`config.mk`:
```
export PLATFORM = sky130hd
export DESIGN_NAME = idli_instr_ser_m
export DESIGN_NICKNAME = d
export VERILOG_FILES = /design/src/rtl/idli_instr_ser_m.sv
export SDC_FILE = /design/constraint.sdc
export NUM_CORES = 1
export LEC_CHECK = 0
export CORE_MARGIN = 2
export CORE_UTILIZATION = 48
export CTS_CLUSTER_SIZE = 16
export DETAILED_ROUTE_END_ITERATION = 10
export PLACE_DENSITY = 0.74
export SLEW_MARGIN = 25
export SYNTH_ARGS = -nofsm -noshare
export SYNTH_HDL_FRONTEND = slang
export SYNTH_SLANG_ARGS = --single-unit
```
`constraint.sdc`:
```
create_clock -name i_ser_gck -period 2.2 [get_ports i_ser_gck]
set_input_delay 0.44 -clock i_ser_gck [delete_from_list [all_inputs] [get_ports i_ser_gck]]
set_output_delay 0.44 -clock i_ser_gck [all_outputs]
set_load 0.03 [all_outputs]
```
`src/rtl/idli_instr_ser_m.sv`:
```
// Instruction nibble serialiser: buffers 16-bit words and emits each as four nibbles, LSB first.
// Optional macro IDLI_SER_BYPASS_EN lets a word arriving at an idle, empty serialiser skip the FIFO.
module idli_instr_ser_m #(
  parameter int DEPTH = 2
) (
  input  logic        i_ser_gck,
  input  logic        i_ser_rst,
  input  logic [15:0] i_ser_instr,
  input  logic        i_ser_instr_vld,
  output logic        o_ser_instr_rdy,
  input  logic        i_ser_flush,
  output logic [3:0]  o_ser_enc,
  output logic        o_ser_enc_vld,
  output logic        o_ser_busy,
  output logic        o_ser_idle
);

  localparam int PW = $clog2(DEPTH);
  localparam int CW = PW + 1;

  typedef enum logic [1:0] {S0, S1, S2, S3} state_t;

  state_t         state_q, state_d;
  logic [15:0]    fifo_q [DEPTH];
  logic [PW-1:0]  rd_ptr_q, wr_ptr_q;
  logic [CW-1:0]  count_q;
  logic [11:0]    shreg_q;

  logic        fifo_empty, fifo_full;
  logic        push, pop, start_fifo, bypass, start;
  logic [15:0] start_word;

  // Handshake: a word transfers at a posedge where i_ser_instr_vld & o_ser_instr_rdy are both
  // high; rdy depends only on FIFO occupancy, never on vld, and a flush discards the transfer.
  assign fifo_empty      = (count_q == '0);
  assign fifo_full       = (count_q == CW'(DEPTH));
  assign o_ser_instr_rdy = !fifo_full;

  assign start_fifo = (state_q == S0) && !fifo_empty && !i_ser_flush;

`ifdef IDLI_SER_BYPASS_EN
  assign bypass = !i_ser_rst && (state_q == S0) && fifo_empty && !i_ser_flush && i_ser_instr_vld;
`else
  assign bypass = 1'b0;
`endif

  assign start      = start_fifo || bypass;
  assign start_word = bypass ? i_ser_instr : fifo_q[rd_ptr_q];
  assign push       = i_ser_instr_vld && o_ser_instr_rdy && !i_ser_flush && !bypass;
  assign pop        = start_fifo;

  // State register
  always_ff @(posedge i_ser_gck or posedge i_ser_rst) begin
    if (i_ser_rst) state_q <= S0;
    else           state_q <= state_d;
  end

  // Next-state logic: once started, an instruction always runs through S1..S3
  always_comb begin
    state_d = state_q;
    unique case (state_q)
      S0: state_d = start ? S1 : S0;
      S1: state_d = S2;
      S2: state_d = S3;
      S3: state_d = S0;
      default: state_d = S0;
    endcase
  end

  // Output logic
  always_comb begin
    o_ser_enc     = 4'h0;
    o_ser_enc_vld = 1'b0;
    o_ser_busy    = 1'b0;
    unique case (state_q)
      S0: begin
        if (start) begin
          o_ser_enc     = start_word[3:0];
          o_ser_enc_vld = 1'b1;
        end
      end
      S1: begin
        o_ser_enc  = shreg_q[3:0];
        o_ser_busy = 1'b1;
      end
      S2: begin
        o_ser_enc  = shreg_q[7:4];
        o_ser_busy = 1'b1;
      end
      S3: begin
        o_ser_enc  = shreg_q[11:8];
        o_ser_busy = 1'b1;
      end
      default: ;
    endcase
  end

  assign o_ser_idle = (state_q == S0) && fifo_empty;

  // FIFO storage needs no reset: occupancy is tracked by count_q alone
  always_ff @(posedge i_ser_gck) begin
    if (push) fifo_q[wr_ptr_q] <= i_ser_instr;
  end

  // Flush outranks push and pop
  always_ff @(posedge i_ser_gck or posedge i_ser_rst) begin
    if (i_ser_rst) begin
      rd_ptr_q <= '0;
      wr_ptr_q <= '0;
      count_q  <= '0;
    end else if (i_ser_flush) begin
      rd_ptr_q <= '0;
      wr_ptr_q <= '0;
      count_q  <= '0;
    end else begin
      if (push) wr_ptr_q <= wr_ptr_q + PW'(1);
      if (pop)  rd_ptr_q <= rd_ptr_q + PW'(1);
      unique case ({push, pop})
        2'b10:   count_q <= count_q + CW'(1);
        2'b01:   count_q <= count_q - CW'(1);
        default: count_q <= count_q;
      endcase
    end
  end

  always_ff @(posedge i_ser_gck or posedge i_ser_rst) begin
    if (i_ser_rst)  shreg_q <= '0;
    else if (start) shreg_q <= start_word[15:4];
  end

endmodule

```
# Word-level counts from Yosys, hierarchy flattened
# Memory sizes are Yosys's and may differ from the RTL's.
# Index checks and enable logic that the tools add are counted.
totals:
  register_bits: 18
  ram_bits: 32
  input_bits: 20
  output_inout_bits: 8
  wordCells: 45
  mem_count: 1
mem_list:
  columns: ["name", "words", "width", "rd", "rd_clocked_by_memory_dff", "wr", "line", "source"]
  rows:
  - ["fifo_q", 2, 16, 1, 0, 1, "24", "logic [15:0] fifo_q [DEPTH];"]
classes:
  n_addsub: 4
  eq_ne: 6
  muxes: 15
  n_reduce_logical: 14
ops:
  columns: ["op", "n"]
  rows:
  - ["4-bit one-hot mux with 4 select lines", 1]
  - ["1-bit two-way mux", 10]
  - ["2-bit == test, second input constant", 4]
  - ["2-bit one-hot mux with 4 select lines", 1]
  - ["1-bit logical AND", 5]
  - ["2-bit by 1-bit == test with 1-bit output, second input constant", 2]
  - ["2-bit logical NOT", 2]
  - ["4-bit two-way mux", 1]
  - ["2-bit one-hot mux with 2 select lines", 1]
  - ["2-bit nonzero test", 2]
  - ["1-bit logical NOT", 3]
  - ["3-bit nonzero test", 1]
  - ["3-bit OR reduction", 1]
  - ["1-bit adder, second input constant", 2]
  - ["2-bit by 1-bit adder with 2-bit output, second input constant", 1]
  - ["2-bit two-way mux", 1]
  - ["2-bit by 1-bit subtractor with 2-bit output, second input constant", 1]

# Longest topological paths before layout
# Gate-level depths: netlist (run 1).
depth:
  word_depth: 7
  depth_mapped: 6
  depth_no_buf: 6

# Worst setup path before layout (run 1)
# No wires, ideal clock.
synth_timing:
  kind: "reg-to-reg"
  start: "register count_q[1]"
  end: "memory fifo_q[1][0], enable pin"
  setup_ns: 0.413
  arrival_time_ns: 2.180
  t_required_ns: 1.787
  setup_slack_ns: -0.392
  path_stages_with_launch: 5
  path_buffers: 0
  period_less_slack_ns: 2.592
  path_cell_list: "dfrtp_1 -> nor2b_1 -> inv_1 -> nand2_1 -> nor3b_1"
synth_between:
  elab_chain_len: 6
synth_lines:
  columns: ["item", "line", "source"]
  rows:
  - ["start: declaration", "26", "logic [CW-1:0] count_q;"]
  - ["start signal: assignment", "119", "2'b10: count_q <= count_q + CW'(1);"]
  - ["start signal: assignment", "120", "2'b01: count_q <= count_q - CW'(1);"]
  - ["start signal: assignment", "121", "default: count_q <= count_q;"]
  - ["2-bit == test", "36", "assign fifo_full = (count_q == CW'(DEPTH));"]
  - ["1-bit logical NOT", "37", "assign o_ser_instr_rdy = !fifo_full;"]
  - ["via o_ser_instr_rdy", "10", "output logic o_ser_instr_rdy,"]
  - ["1-bit logical AND (2 in series)", "49", "assign push = i_ser_instr_vld && o_ser_instr_rdy && !i_ser_flush && !bypass;"]
  - ["1-bit two-way mux", "102", "if (push) fifo_q[wr_ptr_q] <= i_ser_instr;"]
  - ["1-bit two-way mux (not written as such)", "102", null]
  - ["end: declaration", "24", null]
# The timed path passes the listed nets, and every way through them passes these cells.

# Worst setup path after layout (run 1)
layout_timing:
  start: "register state_q[1]"
  end: "output o_ser_enc[2]"
layout_between:
  elab_chain_len: 5
  elab_cells_between_ends: 8
  cone_classes: "eq/ne: 3; mux: 2; reduce/logical: 3"
layout_lines:
  columns: ["item", "line", "source"]
  rows:
  - ["start: declaration", "23", "state_t state_q, state_d;"]
  - ["start signal: assignment", "55", "else state_q <= state_d;"]
  - ["2-bit logical NOT", "39, 75", null]
  - ["1-bit logical AND (2 in series)", "39", "assign start_fifo = (state_q == S0) && !fifo_empty && !i_ser_flush;"]
  - ["4-bit two-way mux", "77", "if (start) begin"]
  - ["4-bit one-hot mux with 4 select lines *", "75", "unique case (state_q)"]
  - ["end: declaration", "12", "output logic [3:0] o_ser_enc,"]
# Mark *: on every way between the ends. The rest lies on a longest branch, timed or not.

==> run_results.csv, run 1 <==
group,metric,value,unit
sta,grt_setup_unrepaired,"yes",
pwr,p_sw,1020,uW
run_status,outcome,"finished with violations",
clock_tree,clk_transition_reported_paths,90,ps
setup_path,timing_worst_setup_path_type,"reg -> out",
sta,timing.final.crit_share,104,%
floorplan,core_area,4060,um^2
setup_path,critical_path_required,1760,ps
sta,final.setup.tns,-279,ps
setup_path,timing.critical_path.from_type,"register",
routing,detail_route.vias_per_cell,5.69,
grt,via_count_of_the_first_global_routing_pass,1371,
floorplan,top_level_ports,28,
logic_synthesis,synth.distinct_cells,29,
cells_and_area,stdcell_area,2620,um^2
logic_synthesis,synth-seq-area-share,68.4,%
routing,routed_wire_length_per_instance,16.8,um
grt,grt_pass1_wl,6390,um
logic_synthesis,synthArstFlopShare,36.0,%
pwr,power_frac_seq,42.7,%
sta,max_slew_margin,53.5,%
clock_tree,ctsRootBufferMaster,"sky130_fd_sc_hd__clkbuf_8",
logic_synthesis,synth_most_common_cell,"sky130_fd_sc_hd__edfxtp_1",
pwr,pwr-share-clk,21.7,%
cells_and_area,syn2layout_area_growth,27.1,%
cells_and_area,final_layout_size_suffix_gt1_share,25.6,%
sta,fin_skew,6.13,ps
pwr,sw_frac_of_total,33.4,%
clock_tree,cts_tree,"built",
placement,routabilityCongestion,0.864,
logic_synthesis,ys.warnings.count,0,
routing,drt_first_iter_violations,53,
logic_synthesis,syn-mean-instance-area,14.4,um^2
routing,ant_nets,0,
floorplan,chipWidth,69.5,um
grt,grt_util_all_layers,17.3,%
logic_synthesis,synthTopCellsByCount,"32 x sky130_fd_sc_hd__edfxtp_1, 18 x sky130_fd_sc_hd__dfrtp_1, 16 x sky130_fd_sc_hd__o21ai_0",
logic_synthesis,synthesized_net_count,168,
placement,dpl-instance-area,2400,um^2
setup_path,critical-path-slowest-cell,"sky130_fd_sc_hd__dfrtp_1",
sta,worst-slew-pin-transition,697,ps
logic_synthesis,post-synth-top-area-cell,"sky130_fd_sc_hd__edfxtp_1",
pwr,combinationalPowerShare,35.6,%
clock_tree,cts.path.max_buffers,2,
placement,port-buffer-count,27,
floorplan,std_cell_rows,23,
logic_synthesis,synth_seq_cells,50,
clock_tree,cts_sinks,50,
grt,antenna_found_initial,0,
logic_synthesis,post_synth_inst_count,143,
floorplan,floorplan.initialDensity,50.8,%
sta,slew_viol_final,0,
floorplan,die_h,69.5,um
grt,globalRoute.totalOverflow,0,
setup_path,critical-path-max-stage-delay,440,ps
cells_and_area,diodes,0,
logic_synthesis,synth.cell_area,2060,um^2
routing,drtPass1Iterations,4,
sta,final_hold_viol_count,0,
cells_and_area,fillCellCount,276,
setup_path,cp_num_buf_inv,4,
clock_tree,clock_insertion_delay_worst_skew,310,ps
setup_path,element_type_at_the_critical_path_end,"output port",
sta,final_count_of_negative_setup_slack_endpoints,4,
logic_synthesis,post_synth_main_area_contributors,"sky130_fd_sc_hd__edfxtp_1 47%, sky130_fd_sc_hd__dfrtp_1 22%, sky130_fd_sc_hd__mux2i_1 6.3%, sky130_fd_sc_hd__o21ai_0 3.9%, sky130_fd_sc_hd__ha_1 3.0%",
placement,detailedPlace.worstSlack,122,ps
clock_tree,htree_levels,2,
setup_path,critPathTopFamily,"buffers and inverters",
routing,routed_wirelength,3860,um
placement,dp_hpwl,2600,um
sta,fin_hold_ws,523,ps
grt,grt_start_max_net_pins,19,
job,cap_violations,0,
min_path,hold_path.class,"reg -> reg",
pwr,p_per_area,1160,nW/um^2
logic_synthesis,yosys_most_used_dff,"sky130_fd_sc_hd__edfxtp_1",
logic_synthesis,yosys.area.top_type_share,46.6,%
clock_tree,tritoncts.num_buffers,5,
setup_path,crit_path_cell_trace,"inv_2 > ha_4 > buf_6 > o21ai_4 > or2_4 > inv_4 > a31o_2 > buf_6",
setup_path,critical_path.most_common_cell,"sky130_fd_sc_hd__buf_6",
logic_synthesis,synth_edf_count,32,
sta,fmax,439,MHz
sta,finalCriticalPeriod,2280,ps
pwr,internal-power,2030,uW
cells_and_area,finish.net_count,204,
floorplan,dieArea,4840,um^2
setup_path,arrival,1840,ps
setup_path,cp_max_fo,6,
routing,route.detailed.drc,0,
pwr,power.leakage,0.000974,uW
sta,fin_ws,-77.1,ps
pwr,peakVddDrop,0.826,mV
routing,route.vias.total,1308,
run_status,failed_checks,"setup timing",
flip-flops by register name, indices dropped and copies added, names as in the netlist:
| signal | flops |
|---|---|
| wr_ptr_q | 1 |
| state_q | 2 |
| shreg_q | 12 |
| count_q | 2 |
| fifo_q | 32 |
| rd_ptr_q | 1 |
power groups by stage:
stage                     logic [uW]  clock network, uW  registers [uW]
after detailed placement         955                  0            1300
after floorplan                  674                  0            1250
after global placement           912                  0            1290
final                           1080                660            1300
after global routing            1180                721            1320
after CTS                       1010                673            1290
worst reg2reg max path: cells and delay by family (launching register included):
kind,cells,cell delay [ps]
buffers and inverters,2,350
flip-flops,1,470
AND/OR/NAND/NOR,3,470
what timing repair did:
item | in CTS | in global routing
hold buffers | 0 | 0
pin swaps | 3 | 0
buffers inserted | 2 | 0
setup endpoints to repair | 6 | 8
gates resized for setup | 11 | 11
gates cloned | 0 | 0
metrics by stage:
step	total power (uW)	std cells	utilization (%)
2_1_floorplan	1930	143	-
3_3_place_gp	2200	220	59.3
3_5_place_dp	2260	220	59.3
4_1_cts	2970	230	63.1
5_1_grt	3220	230	64.6
6_report	3040	230	64.6
area by class of cell:
| class | instances | area, um^2 | area share (%) |
|---|---|---|---|
| sequential | 50 | 1410 | 53.9 |
| multi-input combinational | 79 | 652 | 24.9 |
| timing repair buffer | 36 | 345 | 13.2 |
| clock buffer | 5 | 68.8 | 2.63 |
| tap | 50 | 62.6 | 2.39 |
| clock inverter | 3 | 47.5 | 1.81 |
| inverter | 7 | 31.3 | 1.19 |
cell families after synthesis:
family          Yosys count  share of synthesized area, %
mux                      18                          9.04
buf+inv                  14                          3.22
fa+ha+maj                 5                          3.03
compound gates           40                          11.7
xor+xnor                  1                         0.425
simple gates             15                          4.13
flops                    50                          68.4
layout by cell type (no fill, tap or decap), types with 2 or more instances in the layout:
cell type                         synthesis  final
sky130_fd_sc_hd__ha_2                     0      2
sky130_fd_sc_hd__edfxtp_1                32     32
sky130_fd_sc_hd__buf_4                    1      9
sky130_fd_sc_hd__o21ai_1                 10     10
sky130_fd_sc_hd__a222oi_1                 4      4
sky130_fd_sc_hd__inv_4                    0      2
sky130_fd_sc_hd__dfrtp_1                 18     17
sky130_fd_sc_hd__mux2i_1                 13     13
sky130_fd_sc_hd__nor2_1                   5      5
sky130_fd_sc_hd__a21oi_1                  4      4
sky130_fd_sc_hd__o21ai_0                 16     16
sky130_fd_sc_hd__a31o_4                   0      2
sky130_fd_sc_hd__buf_6                    1      5
sky130_fd_sc_hd__ha_4                     0      2
sky130_fd_sc_hd__a31o_2                   4      2
sky130_fd_sc_hd__mux2_2                   5      5
sky130_fd_sc_hd__clkdlybuf4s50_1          0     20
sky130_fd_sc_hd__clkbuf_8                 0      5
sky130_fd_sc_hd__inv_1                    6      4
final timing paths:
check,slack (ps),cells past startpoint,startpoint,to
max,-80,8,state_q[1],o_ser_enc[2]
min,520,2,fifo_q[0][11],shreg_q[7]
max reg2reg,590,5,count_q[1],fifo_q[1][11]
min reg2reg,520,2,fifo_q[0][11],shreg_q[7]
max in group asynchronous,1190,2,i_ser_rst,state_q[0]
min in group asynchronous,530,2,i_ser_rst,shreg_q[1]
metal layers:
metal  GRT usage, %  vias up  wire length, um
met3           4.51        8              171
met4           8.28        0               76
met1           19.7      664             1580
met2           30.2       29             2030
li1               -      607                -
met5              0        -                0
Note: power is estimated with default switching activity, not from simulation.
==> inputs of run 2 (changes only) <==
CORE_MARGIN = not set   (was 2)
REMOVE_ABC_BUFFERS = 1   (was not set)
==> run 2 against run 1 <==
Effect of this change:
- the flow still finishes with violations (setup timing)
- maximum frequency fell by 1.2%
- flip-flop and latch count unchanged
- first-iteration DRC count grew 15%
- routed wire length down 8.5%
- register-to-register slack hardly changed
- critical path depth down 3
- design area fell by 2.3%
- total power is 7.5% lower
- non-clock buffer count unchanged
- critical path type unchanged
- highest routed layer unchanged
==> run_results.csv, run 2 (same netlist as run 1, synthesis figures left out) <==
group,metric,value,unit
routing,drtPass1Iterations,4,
grt,grt_util_all_layers,17.8,%
floorplan,floorplan.initialDensity,50.8,%
sta,final.setup.tns,-262,ps
sta,fin_skew,1.10,ps
cells_and_area,layout_common_cells,"32 x sky130_fd_sc_hd__edfxtp_1, 19 x sky130_fd_sc_hd__clkdlybuf4s50_1, 17 x sky130_fd_sc_hd__dfrtp_1",
setup_path,cp_max_fo,4,
pwr,p_per_area,1100,nW/um^2
sta,max_slew_margin,54.7,%
routing,ant_nets,0,
floorplan,die_h,67.5,um
job,cap_violations,0,
cells_and_area,finish.net_count,204,
cells_and_area,largest_reg_flops,32,
sta,final_hold_viol_count,0,
routing,detail_route.vias_per_cell,5.59,
routing,routed_wire_length_per_instance,15.3,um
sta,final_count_of_negative_setup_slack_endpoints,4,
routing,route.vias.total,1285,
placement,detailedPlace.worstSlack,158,ps
cells_and_area,diodes,0,
setup_path,timing_worst_setup_path_type,"reg -> out",
clock_tree,clock_insertion_delay_worst_skew,300,ps
setup_path,timing.critical_path.from_type,"register",
pwr,peakVddDrop,0.556,mV
run_status,failed_checks,"setup timing",
min_path,hold_path.class,"reg -> reg",
sta,slew_viol_final,0,
pwr,power.total,2810,uW
cells_and_area,final_common_cell,"sky130_fd_sc_hd__edfxtp_1",
floorplan,std_cell_rows,23,
run_status,outcome,"finished with violations",
routing,drt_first_iter_violations,61,
cells_and_area,syn2layout_area_growth,24.1,%
grt,via_count_of_the_first_global_routing_pass,1207,
setup_path,critical-path-max-stage-delay,450,ps
clock_tree,tritoncts.num_buffers,5,
clock_tree,cts_hold_buffers,0,
clock_tree,htree_levels,2,
sta,finalCriticalPeriod,2300,ps
placement,dp_hpwl,2350,um
setup_path,critical_path_required,1760,ps
setup_path,crit_path_cell_trace,"ha_2 > a222oi_1 > nor2_1 > a31o_2 > buf_4",
pwr,power.leakage,0.000950,uW
sta,worst-slew-pin-transition,679,ps
clock_tree,clk_transition_reported_paths,80,ps
setup_path,element_type_at_the_critical_path_end,"output port",
routing,route.detailed.drc,0,
clock_tree,ctsRootBufferMaster,"sky130_fd_sc_hd__clkbuf_8",
setup_path,arrival,1860,ps
cells_and_area,biggestRegsByFlops,"fifo_q: 32 flops, shreg_q: 12 flops",
sta,grt_setup_unrepaired,"yes",
cells_and_area,largest_register,"fifo_q",
routing,routed_wirelength,3530,um
placement,routabilityCongestion,0.769,
grt,grt_pass1_wl,5610,um
cells_and_area,fillCellCount,302,
grt,globalRoute.totalOverflow,0,
clock_tree,cts.path.max_buffers,2,
sta,fmax,434,MHz
grt,antenna_found_initial,0,
cells_and_area,final_layout_size_suffix_gt1_share,24.4,%
placement,port-buffer-count,27,
clock_tree,cts_sinks,50,
floorplan,dieArea,4560,um^2
floorplan,core_area,4060,um^2
sta,fin_ws,-104,ps
sta,timing.final.crit_share,105,%
grt,grt_start_max_net_pins,19,
floorplan,top_level_ports,28,
clock_tree,cts_tree,"built",
floorplan,chipWidth,67.5,um
setup_path,critical-path-slowest-cell,"sky130_fd_sc_hd__dfrtp_2",
## run 2: worst max-delay path, delay by kind of cell, from the launching register on
kind / cells / cell delay, ps
AO/OA/AOI/OAI: 2 / 660
adder cells (fa/ha/maj): 1 / 220
buffers and inverters: 1 / 160
flip-flops: 1 / 450
AND/OR/NAND/NOR: 1 / 80
## run 2: area by class of cell
| cell class | count | area [um^2] | area share (%) |
|---|---|---|---|
| inverter | 7 | 28.8 | 1.12 |
| timing repair buffer | 36 | 358 | 14.0 |
| tap | 50 | 62.6 | 2.44 |
| multi-input combinational | 79 | 614 | 24.0 |
| sequential | 50 | 1410 | 55.2 |
| clock inverter | 2 | 10.0 | 0.391 |
| clock buffer | 6 | 72.6 | 2.84 |
## run 2: per-stage QoR
| step | util [%] | hold slack [ps] | cell area (um^2) | std cells |
|---|---|---|---|---|
| final | 63.1 | 520 | 2560 | 230 |
| after global routing | 63.1 | 547 | 2560 | 230 |
| after CTS | 62.6 | 523 | 2540 | 230 |
| after detailed placement | 59.6 | 504 | 2420 | 220 |
| after global placement | 59.6 | 499 | 2420 | 220 |
| after floorplan | - | 379 | 2020 | 136 |
## run 2: power breakdown
group,internal [uW],switching [uW]
registers,1170,107
logic,477,557
clock network,221,279
## run 2: layer usage
layer | part of all wire [%] | global-route usage (%) | wire length [um]
met4 | 2.5 | 9.84 | 87
met2 | 51 | 27.1 | 1790
met3 | 4.9 | 6.93 | 172
met1 | 42 | 21.4 | 1480
met5 | 0 | 0 | 0
## run 2: path summary, 6_finish.rpt
kind / cells after the start / startpoint / slack, ps / endpoint
max in group asynchronous: 2 / i_ser_rst / 1190 / state_q[0]
worst min register to register: 2 / shreg_q[10] / 520 / shreg_q[10]
worst min-delay path: 2 / shreg_q[10] / 520 / shreg_q[10]
worst max-delay path: 5 / state_q[0] / -100 / o_ser_enc[2]
worst max register to register: 5 / count_q[1] / 590 / fifo_q[1][1]
min in group asynchronous: 2 / i_ser_rst / 540 / rd_ptr_q
## run 2: what timing repair did
action / 4_1_cts / 5_1_grt
resized for setup: 11 / 6
gates cloned: 0 / 0
buffers inserted: 2 / 0
endpoints found under the setup margin: 6 / 6
pin swaps: 3 / 1
